[config.mk]
export PLATFORM = sky130hd
export DESIGN_NAME = tiled_matvec_ctrl_flat
export DESIGN_NICKNAME = d
export VERILOG_FILES = /design/src/rtl/tiled_pkg.sv /design/src/rtl/tiled_matvec_ctrl_if.sv /design/src/rtl/tile_index_gen.sv /design/src/rtl/tiled_matvec_ctrl.sv /design/src/flat_wrapper.sv
export SDC_FILE = /design/constraint.sdc
export NUM_CORES = 1
export LEC_CHECK = 0
export CORE_ASPECT_RATIO = 0.7
export CORE_MARGIN = 2
export CORE_UTILIZATION = 56
export CTS_CLUSTER_SIZE = 24
export DETAILED_ROUTE_END_ITERATION = 16
export MAX_ROUTING_LAYER = met4
export PLACE_DENSITY = 0.93
export SLEW_MARGIN = 10
export SYNTH_ARGS = -nofsm -noshare
export SYNTH_HDL_FRONTEND = slang
export SYNTH_SLANG_ARGS = --single-unit
export TNS_END_PERCENT = 100
[constraint.sdc]
create_clock -name clk -period 28.7 [get_ports clk]
set_input_delay 4.305 -clock clk [delete_from_list [all_inputs] [get_ports clk]]
set_output_delay 4.305 -clock clk [all_outputs]
set_load 0.01 [all_outputs]
[src/rtl/tiled_pkg.sv]
// Shared types and helpers for the tiled GF(2) matrix-vector sequencer.
// Latency: n/a (declarations only).
// Backpressure: n/a.
package tiled_pkg;

   typedef enum logic [1:0] {IDLE, RUN, HOLD} state_t;

   // Width of an index register able to hold 0..w-1 (at least one bit)
   function automatic int idx_w(input int w);
      return (w > 1) ? $clog2(w) : 1;
   endfunction

   localparam int W_DEF = 16;
   localparam int B_DEF = 4;
   localparam int IW    = idx_w(W_DEF);
   localparam int NT    = W_DEF / B_DEF;

   // True on the final (ii, jj, i, j) of the tiled walk
   function automatic logic last_elem(input int ii, input int jj, input int i, input int j,
                                      input int w, input int b);
      return (ii == w - b) && (jj == w - b) && (i == w - 1) && (j == w - 1);
   endfunction

endpackage

[src/rtl/tiled_matvec_ctrl_if.sv]
// Start/operand request and result valid/ready bundle for the matvec sequencer.
// Latency: n/a (wiring only).
// Backpressure: result held while y_valid & !y_ready.
interface tiled_matvec_ctrl_if #(parameter int W = 16);
   logic           start;
   logic [W*W-1:0] A;
   logic [W-1:0]   x;
   logic           busy;
   logic [W-1:0]   y;
   logic           y_valid;
   logic           y_ready;

   modport master (output start, A, x, y_ready, input busy, y, y_valid);
   modport slave  (input start, A, x, y_ready, output busy, y, y_valid);
endinterface

[src/rtl/tile_index_gen.sv]
// Tiled loop counters: outer ii, then jj, then i, then j (tile edge B).
// Latency: indices advance one element per cycle while step is high.
// Backpressure: holds indices whenever step is low; clr returns to origin.
module tile_index_gen
   import tiled_pkg::*;
#(
   parameter int W = 16,
   parameter int B = 4
) (
   input  logic                clk,
   input  logic                rst,
   input  logic                clr,
   input  logic                step,
   output logic [idx_w(W)-1:0] ii,
   output logic [idx_w(W)-1:0] jj,
   output logic [idx_w(W)-1:0] i,
   output logic [idx_w(W)-1:0] j,
   output logic                last
);
   localparam int IWL = idx_w(W);
   localparam logic [IWL:0] BE = (IWL+1)'(B);
   localparam logic [IWL:0] WE = (IWL+1)'(W);

   generate
      if ((B < 1) || (W % B != 0)) begin : g_bad_tile
         $error("tile_index_gen: B must be >= 1 and divide W");
      end
   endgenerate

   // Wrap comparisons carried one bit wider so ii+B / jj+B never overflow
   logic [IWL:0] j_nx, i_nx, jj_end, ii_end;
   assign j_nx   = {1'b0, j} + 1'b1;
   assign i_nx   = {1'b0, i} + 1'b1;
   assign jj_end = {1'b0, jj} + BE;
   assign ii_end = {1'b0, ii} + BE;
   assign last   = last_elem(int'(ii), int'(jj), int'(i), int'(j), W, B);

   // Nested-loop advance; i and j snap to the new tile origin on tile change
   always_ff @(posedge clk) begin
      if (rst || clr) begin
         ii <= '0;
         jj <= '0;
         i  <= '0;
         j  <= '0;
      end else if (step) begin
         if (j_nx != jj_end) begin
            j <= j_nx[IWL-1:0];
         end else if (i_nx != ii_end) begin
            i <= i_nx[IWL-1:0];
            j <= jj;
         end else if (jj_end != WE) begin
            jj <= jj_end[IWL-1:0];
            i  <= ii;
            j  <= jj_end[IWL-1:0];
         end else begin
            jj <= '0;
            ii <= ii_end[IWL-1:0];
            i  <= ii_end[IWL-1:0];
            j  <= '0;
         end
      end
   end
endmodule

[src/rtl/tiled_matvec_ctrl.sv]
// GF(2) y = A.x sequencer, one (i,j) element per cycle in BxB tile order.
// Latency: W*W+1 cycles from start sample to y_valid; W*W+2 cycles per result minimum.
// Backpressure: result held stable in HOLD until y_ready; start ignored while busy.
module tiled_matvec_ctrl
   import tiled_pkg::*;
#(
   parameter int W = 16,
   parameter int B = 4
) (
   input  logic                 clk,
   input  logic                 rst,
   tiled_matvec_ctrl_if.slave   bus
);
   localparam int IWL = idx_w(W);

   state_t               state, state_n;
   logic [W-1:0]         a_rows [W];
   logic [W-1:0]         x_q;
   logic [W-1:0]         acc, acc_n;
   logic [IWL-1:0]       idx_ii, idx_jj, idx_i, idx_j;
   logic                 clr, step, last, prod;

   tile_index_gen #(.W(W), .B(B)) u_idx (
      .clk  (clk),
      .rst  (rst),
      .clr  (clr),
      .step (step),
      .ii   (idx_ii),
      .jj   (idx_jj),
      .i    (idx_i),
      .j    (idx_j),
      .last (last)
   );

   // Next-state and loop control: accept start in IDLE, finish on last element
   always_comb begin
      state_n = state;
      clr     = 1'b0;
      step    = 1'b0;
      case (state)
         IDLE: if (bus.start) begin
            state_n = RUN;
            clr     = 1'b1;
         end
         RUN: if (last) state_n = HOLD;
              else      step    = 1'b1;
         HOLD: if (bus.y_ready) state_n = IDLE;
         default: state_n = IDLE;
      endcase
   end

   // One partial product folded into accumulator bit i
   always_comb begin
      prod         = a_rows[idx_i][idx_j] & x_q[idx_j];
      acc_n        = acc;
      acc_n[idx_i] = acc[idx_i] ^ prod;
   end

   // State, operand capture and accumulation
   always_ff @(posedge clk) begin
      if (rst) begin
         state <= IDLE;
         x_q   <= '0;
         acc   <= '0;
         for (int r = 0; r < W; r++) a_rows[r] <= '0;
      end else begin
         state <= state_n;
         if (clr) begin
            for (int r = 0; r < W; r++) a_rows[r] <= bus.A[r*W +: W];
            x_q <= bus.x;
            acc <= '0;
         end else if (state == RUN) begin
            acc <= acc_n;
         end
      end
   end

   assign bus.busy    = (state != IDLE);
   assign bus.y_valid = (state == HOLD);
   assign bus.y       = (state == HOLD) ? acc : '0;
endmodule

[src/flat_wrapper.sv]
// flat-port wrapper written by rule: the top's interface ports become plain ports
module tiled_matvec_ctrl_flat import tiled_pkg::*;
#(
   parameter int W = 16,
   parameter int B = 4
)
  (clk, rst, bus_start, bus_A, bus_x, bus_y_ready, bus_busy, bus_y, bus_y_valid);
  tiled_matvec_ctrl_if #(.W(W)) bus_i ();
  input  logic clk;
  input  logic rst;
  input wire logic [$bits(bus_i.start)-1:0] bus_start;
  input wire logic [$bits(bus_i.A)-1:0] bus_A;
  input wire logic [$bits(bus_i.x)-1:0] bus_x;
  input wire logic [$bits(bus_i.y_ready)-1:0] bus_y_ready;
  output wire logic [$bits(bus_i.busy)-1:0] bus_busy;
  output wire logic [$bits(bus_i.y)-1:0] bus_y;
  output wire logic [$bits(bus_i.y_valid)-1:0] bus_y_valid;
  assign bus_i.start = bus_start;
  assign bus_i.A = bus_A;
  assign bus_i.x = bus_x;
  assign bus_i.y_ready = bus_y_ready;
  assign bus_busy = bus_i.busy;
  assign bus_y = bus_i.y;
  assign bus_y_valid = bus_i.y_valid;
  tiled_matvec_ctrl #(.W(W), .B(B)) u_core (.clk(clk), .rst(rst), .bus(bus_i));
endmodule
==> qor.yml, run 1 <==
status: "finished clean"
cp_num_cells: 3
place.gp.congestion: 0.823
required_ns: 24.40
grt_pass1_vias: 8954
rows: 48
viasPerCell: 5.76
timing.setup.tns_ns: 0
antenna_found_initial: 2
critPathCaptureType: "output port"
rsz0062_at_grt: "no"
ff2ff_setup_slack_ns: 24.63
mostFrequentLayoutCells: "clkdlybuf4s50_1, edfxtp_1, and2_1"
final_common_cell: "clkdlybuf4s50_1"
hold_violations: 0
setup_viol: 0
track_usage_pct: 27.6
cts-root-buf: "clkbuf_16"
fin_skew_ns: 0.00783
cts_hold_buf: 0
port_buffers: 293
post_drt_wl_per_cell_um: 22.7
seq_area_um2: 8740
clk_path_buf_depth: 3
critical-path-slowest-cell: "nor2b_1"
synth_mux_area_share_pct: 12.7
crit_chain: "nor2b_1 > and2_1 > clkdlybuf4s50_1"
timing.rr.end: "u_core.acc[1]"
path_clk_slew_ns: 0.06
synth_edf_count: 256
grt_pass1_wl_um: 53200
synthesis.area_um2: 14100
synth_top_family_by_area: "simple AND/OR/NAND/NOR gates"
worstSetupStartpointType: "flip-flop"
reg2regPathDepth: 9
synth_cell_types: 56
critPathMaxStageDelay_ns: 0.71
ant_nets: 0
ios: 294
period_needed_ns: 6.79
firstDrtPassIters: 5
grt-ovfl-total: 0
fp.dieW_um: 194
crit_arrival_ns: 2.49
yosysWarnings: 0
fmax_mhz: 147
crit_start: "u_core.state[1]"
cp_max_fo: 18
drv_cap: 0
multi_input_area_um2: 5020
n_fill_cell: 1546
core_um2: 24700
die_h_um: 137
crit_family: "simple AND/OR/NAND/NOR gates"
vdd_drop_max_v: 0.0000475
post_route_cells_drive_above_1_share_pct: 9.99
synth-compound-area-share_pct: 5.91
clk_latency_ns: 0.55
syn-num-nets: 1251
seq_area_frac_synth_pct: 61.8
fin_crit_sh_pct: 23.7
crit_buf_inv: 1
drt_iter0_drc: 862
layout.nets: 1510
drv_slew: 0
place_hpwl_um: 24800
p_total_uw: 992
routed_wirelength_um: 35700
power_density_nw_per_um2: 54.8
numCtsBuffers: 30
critical_path_class: "flip-flop to output port"
tightest_slew_ns: 1.16
ys_seq_elements: 308
synthSimpleGateAreaFrac_pct: 15.3
initial_utilization_pct: 57.1
die_area_um2: 26500
synthArstFlopShare_pct: 0
synthAdderAreaFrac_pct: 0.620
yosys.area_share.xor_xnor_pct: 0.876
p_leak_uw: 0.00643
cts_tree: "done"
ctsHtreeMaxLevel: 1
hold_path_class: "flip-flop to flip-flop"
via_count: 9084
cts.sinks: 308
syn_inst: 968
cts-resized-gates: 0
cts_setup_buffers: 0
crit_end: "bus_y[1]"
drc: 0
synth_area_per_cell_um2: 14.6
syn2layout_area_growth_pct: 28.1
synthFlopType: "edfxtp_1"
slew_headroom_pct: 22.9
grt_max_degree: 119
power by group:
| part | leakage, uW | switching (uW) | internal [uW] |
|---|---|---|---|
| logic | 0.00279 | 39.5 | 55.5 |
| registers | 0.00318 | 9.66 | 520 |
| clock network | 0.000460 | 162 | 205 |
| total | 0.00643 | 211 | 781 |
flip-flops by register name, indices dropped and copies added, names as in the netlist, named ones only:
register / flops
u_core.state: 2
u_core.x_q: 16
u_core.u_idx.j: 4
u_core.u_idx.i: 4
u_core.u_idx.ii: 2
u_core.a_rows: 256
u_core.acc: 16
u_core.u_idx.jj: 4
metal layers:
metal  vias to the layer above  track usage (%)  routed length, um
met1                      4440             37.6              15000
met5                         -                -                  0
met2                       448             43.7              16800
met4                         0             6.48                765
li1                       4148                -                  -
met3                        48             5.22               3190
cell type report:
cell class                      count  area share, %
Clock buffer                       41           4.66
Timing Repair Buffer              302           16.6
Multi-Input combinational cell    579           27.7
Antenna cell                        2         0.0276
Clock inverter                     15          0.401
Sequential cell                   308           48.2
Inverter                            6          0.166
Tap cell                          325           2.24
worst min-delay path by stage:
| stage | from | to | slack [ns] | cells past startpoint |
|---|---|---|---|---|
| floorplan | u_core.x_q[12] | u_core.x_q[12] | 0.44 | 1 |
| global placement | u_core.x_q[4] | u_core.x_q[4] | 0.46 | 1 |
| detailed placement | u_core.x_q[7] | u_core.x_q[7] | 0.46 | 1 |
| CTS | u_core.x_q[7] | u_core.x_q[7] | 0.48 | 1 |
| global route | u_core.x_q[7] | u_core.x_q[7] | 0.49 | 1 |
| finish | u_core.x_q[13] | u_core.x_q[13] | 0.48 | 1 |
cell usage after synthesis, drive strengths merged, types with 4 or more instances:
master / number / area, um2
nand3: 13 / 65.1
mux2i: 10 / 100
buf: 28 / 198
edfxtp: 256 / 7690
dfxtp: 52 / 1040
inv: 6 / 22.5
a21oi: 34 / 174
clkbuf: 47 / 176
a22o: 20 / 175
o21ai: 9 / 45.0
xnor2: 9 / 97.6
nor2b: 102 / 638
and2: 183 / 1140
nand2b: 4 / 25.0
a22oi: 15 / 118
ha: 7 / 87.6
nor2: 22 / 90.1
nand2: 19 / 71.3
mux4: 73 / 1700
a311oi: 16 / 140
nor3: 4 / 20.0
logic make-up after synthesis:
logic type | count (synthesis)
compound gates | 116
xor+xnor | 12
flops | 308
simple gates | 361
fa+ha+maj | 7
mux | 83
buf+inv | 81
metrics by stage:
step | hold slack [ns] | instances | cell area (um2) | worst slack, ns | util, %
2_1_floorplan | 0.444 | 968 | 14100 | 15.77 | -
3_3_place_gp | 0.456 | 1520 | 17200 | 21.55 | 69.5
3_5_place_dp | 0.462 | 1520 | 17200 | 21.48 | 69.5
4_1_cts | 0.481 | 1576 | 18100 | 21.93 | 73.2
5_1_grt | 0.491 | 1578 | 18100 | 21.79 | 73.2
6_report | 0.479 | 1578 | 18100 | 21.91 | 73.2
No activity file was read; power rests on OpenSTA's default activity.
==> run 2: changes to the inputs <==
- CORE_UTILIZATION: 56 -> 52
- PLACE_DENSITY: 0.93 -> 0.88
- clock period: 28.7 -> 6.4 ns (I/O delays scaled with it)
==> qor.yml, run 2 (synthesized netlist as in run 1, its figures left out) <==
clk_latency_ns: 0.55  # about the same
cts_hold_buf: 0  # unchanged
critical_path_class: "flip-flop to flip-flop"  # was flip-flop to output port
status: "finished clean"  # unchanged
clk_path_buf_depth: 3  # unchanged
cts.sinks: 308  # unchanged
holdPathStages: 1  # unchanged
routed_wirelength_um: 36500  # was 35700 um
initial_utilization_pct: 52.9  # was 57.1%
critPathCaptureType: "flip-flop"  # was output port
period_needed_ns: 3.82
core_um2: 26700  # was 24700 um2
die_area_um2: 28500  # was 26500 um2
rsz0062_at_grt: "no"  # unchanged
cts-root-buf: "clkbuf_16"  # unchanged
ios: 294  # unchanged
cts-resized-gates: 0  # unchanged
syn2layout_area_growth_pct: 28.5  # was 28.1%
layout.nets: 1508  # was 1510
ctsHtreeMaxLevel: 1  # unchanged
mostFrequentLayoutCells: "clkdlybuf4s50_1, edfxtp_1, and2_1"  # unchanged
grt_pass1_vias: 9075  # was 8954
reg2regPathDepth: 9  # unchanged
firstDrtPassIters: 5  # unchanged
drv_slew: 0  # unchanged
via_count: 9098  # was 9084
top_register: "u_core.a_rows"  # unchanged
fin_skew_ns: 0.0155  # was 0.00783 ns
hold_path_class: "flip-flop to flip-flop"  # unchanged
place_hpwl_um: 25400  # was 24800 um
ant_nets: 0  # unchanged
numCtsBuffers: 29  # was 30
post_route_cells_drive_above_1_share_pct: 9.65  # was 9.99%
power_density_nw_per_um2: 249  # was 54.8 nW/um2
grt_max_degree: 129  # was 119
rows: 50  # was 48
drt_iter0_drc: 829  # was 862
worstSetupStartpointType: "flip-flop"  # unchanged
die_h_um: 142  # was 137 um
final_common_cell: "clkdlybuf4s50_1"  # unchanged
port_buffers: 293  # unchanged
crit_arrival_ns: 4.20  # was 2.49 ns
viasPerCell: 5.64  # was 5.76
cts_tree: "done"  # unchanged
track_usage_pct: 26.4  # was 27.6%
vdd_drop_max_v: 0.000177  # was 0.0000475 V
setup_viol: 0  # unchanged
place.gp.congestion: 0.877  # was 0.823
path_clk_slew_ns: 0.06  # about the same
tightest_slew_ns: 1.06  # was 1.16 ns
largest_reg_flops: 256  # unchanged
fin_crit_sh_pct: 59.7
grt-ovfl-total: 0  # unchanged
timing.setup.tns_ns: 0  # unchanged
slew_headroom_pct: 29.1  # was 22.9%
cp_max_fo: 46  # was 18
fmax_mhz: 262
reg_top3: "u_core.a_rows: 256 flops, u_core.acc: 16 flops, u_core.x_q: 16 flops"  # unchanged
final_util_pct: 68.0  # was 73.2%
drc: 0  # unchanged
grt_pass1_wl_um: 54500  # was 53200 um
cts_setup_buffers: 0  # unchanged
fp.dieW_um: 201  # was 194 um
hold_violations: 0  # unchanged
required_ns: 6.78  # was 24.40 ns
antenna_found_initial: 4  # was 2
p_leak_uw: 0.00641  # was 0.00643 uW
drv_cap: 0  # unchanged
post_drt_wl_per_cell_um: 22.7  # about the same
run 2: path summary, 6_finish.rpt:
kind                               startpoint             to  slack [ns]
worst min register to register  u_core.x_q[9]  u_core.x_q[9]        0.48
worst max register to register      flip-flop  u_core.acc[2]        2.58
worst min-delay path            u_core.x_q[9]  u_core.x_q[9]        0.48
worst max-delay path                flip-flop  u_core.acc[2]        2.58
run 2: layout make-up:
class | instances | area (um2)
multi-input combinational | 579 | 5020
tap | 364 | 455
sequential | 308 | 8740
clock inverter | 18 | 184
fill | 1828 | 8550
inverter | 6 | 30.0
antenna | 4 | 10.0
clock buffer | 32 | 737
timing repair buffer | 301 | 2990
run 2: routing by layer:
metal / routed length (um) / vias to the layer above / GRT usage, %
li1: - / 4131 / -
met1: 15700 / 4402 / 37.0
met2: 16100 / 515 / 38.9
met3: 4060 / 50 / 7.81
met4: 643 / 0 / 4.95
met5: 0 / - / -
run 2: through the flow:
step           instance area (um2)  setup WS [ns]  hold slack [ns]  cells  power (uW)
3_3_place_gp                 17200           2.64            0.456   1558        2830
6_report                     18200           2.58            0.480   1612        4520
3_5_place_dp                 17200           2.56            0.461   1558        2840
4_1_cts                      18200           2.52            0.480   1608        4530
2_1_floorplan                14100          0.574            0.444    968        2600
5_1_grt                      18200           2.32            0.488   1612        4650
run 2: where the power goes:
part,switching (uW),total (uW),leakage [uW],internal [uW]
logic,180,429,0.00279,249
clock network,728,1710,0.000452,982
registers,47.0,2380,0.00318,2330
run 2: critical path, stage by stage, from the launching register on:
cell,delay (ns)
dfxtp_4,0.93
buf_4,0.48
mux4_1,0.66
mux4_2,0.48
o21ai_1,0.17
a22oi_2,0.10
a21oi_2,0.17
nor2_4,0.09
xnor2_4,0.39
a311oi_1,0.17
==> run 3: changes to the inputs <==
- clock period: 6.4 -> 3.98 ns (I/O delays scaled with it)
==> qor.yml, run 3 (synthesized netlist as in run 1, its figures left out) <==
status: "finished clean"  # unchanged
required_ns: 4.38  # was 6.78 ns
slew_headroom_pct: 29.9  # was 29.1%
rows: 50  # unchanged
grt_util_met3_pct: 7.49  # was 7.81%
p_leak_uw: 0.00649  # was 0.00641 uW
power_density_nw_per_um2: 396  # was 249 nW/um2
post_route_cells_drive_above_1_share_pct: 10.3  # was 9.65%
cts_setup_buffers: 0  # unchanged
vdd_drop_max_v: 0.000336  # was 0.000177 V
port_buffers: 293  # unchanged
ant_nets: 0  # unchanged
die_area_um2: 28500  # unchanged
setup_viol: 0  # unchanged
die_h_um: 142  # unchanged
hold_path_class: "flip-flop to flip-flop"  # unchanged
mostFrequentLayoutCells: "clkdlybuf4s50_1, edfxtp_1, and2_1"  # unchanged
place.gp.congestion: 0.915  # was 0.877
drt_iter0_drc: 958  # was 829
grt_pass1_vias: 9201  # was 9075
grt-ovfl-total: 0  # unchanged
fp.dieW_um: 201  # unchanged
viasPerCell: 5.72  # was 5.64
top_register: "u_core.a_rows"  # unchanged
ctsHtreeMaxLevel: 1  # unchanged
routed_wirelength_um: 36900  # was 36500 um
worstSetupStartpointType: "flip-flop"  # unchanged
path_clk_slew_ns: 0.06  # about the same
drv_slew: 0  # unchanged
p_total_uw: 7260  # was 4520 uW
n_fill_cell: 1827  # was 1828
track_usage_pct: 26.8  # was 26.4%
cp_max_fo: 23  # was 46
final_area_um2: 18300  # was 18200 um2
rsz0062_at_grt: "no"  # unchanged
drv_cap: 0  # unchanged
final_common_cell: "clkdlybuf4s50_1"  # unchanged
initial_utilization_pct: 52.9  # unchanged
syn2layout_area_growth_pct: 29.6  # was 28.5%
cts-root-buf: "clkbuf_16"  # unchanged
drc: 0  # unchanged
largest_reg_flops: 256  # unchanged
post_drt_wl_per_cell_um: 22.7  # about the same
firstDrtPassIters: 5  # unchanged
cts_tree: "done"  # unchanged
ios: 294  # unchanged
hold_violations: 0  # unchanged
grt_max_degree: 174  # was 129
post_dp_cell_area_um2: 17400  # was 17200 um2
cts.sinks: 308  # unchanged
clk_path_buf_depth: 3  # unchanged
clk_latency_ns: 0.55  # about the same
fin_crit_sh_pct: 80.7  # was 59.7%
via_count: 9277  # was 9098
fin_skew_ns: 0.00923  # was 0.0155 ns
cts_hold_buf: 0  # unchanged
critical_path_class: "flip-flop to flip-flop"  # unchanged
grt_util_met1_pct: 37.4  # was 37.0%
place_hpwl_um: 26100  # was 25400 um
use_met2_pct: 39.6  # was 38.9%
antenna_found_initial: 1  # was 4
reg_top3: "u_core.a_rows: 256 flops, u_core.acc: 16 flops, u_core.x_q: 16 flops"  # unchanged
fmax_mhz: 311  # was 262 MHz
period_needed_ns: 3.21  # was 3.82 ns
numCtsBuffers: 30  # was 29
layout.nets: 1518  # was 1508
timing.setup.tns_ns: 0  # unchanged
critPathCaptureType: "flip-flop"  # unchanged
grt_busiest_layer: "met2"  # unchanged
tightest_slew_ns: 1.05  # was 1.06 ns
crit_arrival_ns: 3.61  # was 4.20 ns
cts-resized-gates: 0  # unchanged
grt_pass1_wl_um: 55400  # was 54500 um
core_um2: 26700  # unchanged
run 3: layout make-up:
| cell class | instances | area (um2) | share of cell area [%] |
|---|---|---|---|
| well taps | 364 | 455 | 2.49 |
| clock inverters | 19 | 135 | 0.738 |
| clock buffers | 36 | 795 | 4.34 |
| inverters | 6 | 30.0 | 0.164 |
| diodes | 1 | 2.50 | 0.0137 |
| flip-flops and latches | 308 | 8740 | 47.7 |
| multi-input cells | 579 | 5020 | 27.4 |
| repair buffers | 310 | 3150 | 17.2 |
run 3: worst paths after layout:
check                         to  slack (ns)  cells after the start           start
hold / removal    u_core.x_q[11]        0.48                      1  u_core.x_q[11]
hold reg to reg   u_core.x_q[11]        0.48                      1  u_core.x_q[11]
setup / recovery   u_core.acc[8]        0.77                     11       flip-flop
setup reg to reg   u_core.acc[8]        0.77                     11       flip-flop
run 3: where the power goes:
part / switching, uW / internal, uW / total, uW
sequential: 95.0 / 3750 / 3840
combinational: 291 / 411 / 702
clock: 1180 / 1540 / 2720
run 3: critical path, stage by stage (launching register included):
cell and delay, ns:
dfxtp_4 0.57, buf_12 0.25, buf_4 0.21, mux4_2 0.53
a22oi_1 0.28, nand3_1 0.12, a21boi_1 0.15, o211ai_1 0.11
nand3_1 0.18, nor2_4 0.07, xnor2_4 0.39, a311oi_1 0.19
run 3: per-stage QoR:
| step | setup slack (ns) | instances | utilization (%) | hold WS [ns] |
|---|---|---|---|---|
| final | 0.768 | 1623 | 68.6 | 0.482 |
| after global routing | 0.536 | 1623 | 68.6 | 0.502 |
| after CTS | 0.774 | 1622 | 68.6 | 0.483 |
| after detailed placement | 0.775 | 1567 | 65.1 | 0.463 |
| after global placement | 0.838 | 1567 | 65.1 | 0.458 |
| after floorplan | 0.351 | 968 | - | 0.444 |
run 3: layer usage:
metal  share of wire, %  vias to the layer above
met2                 44                      526
li1                   -                     4161
met3                 11                       54
met5                  0                        -
met4                2.4                        0
met1                 42                     4536
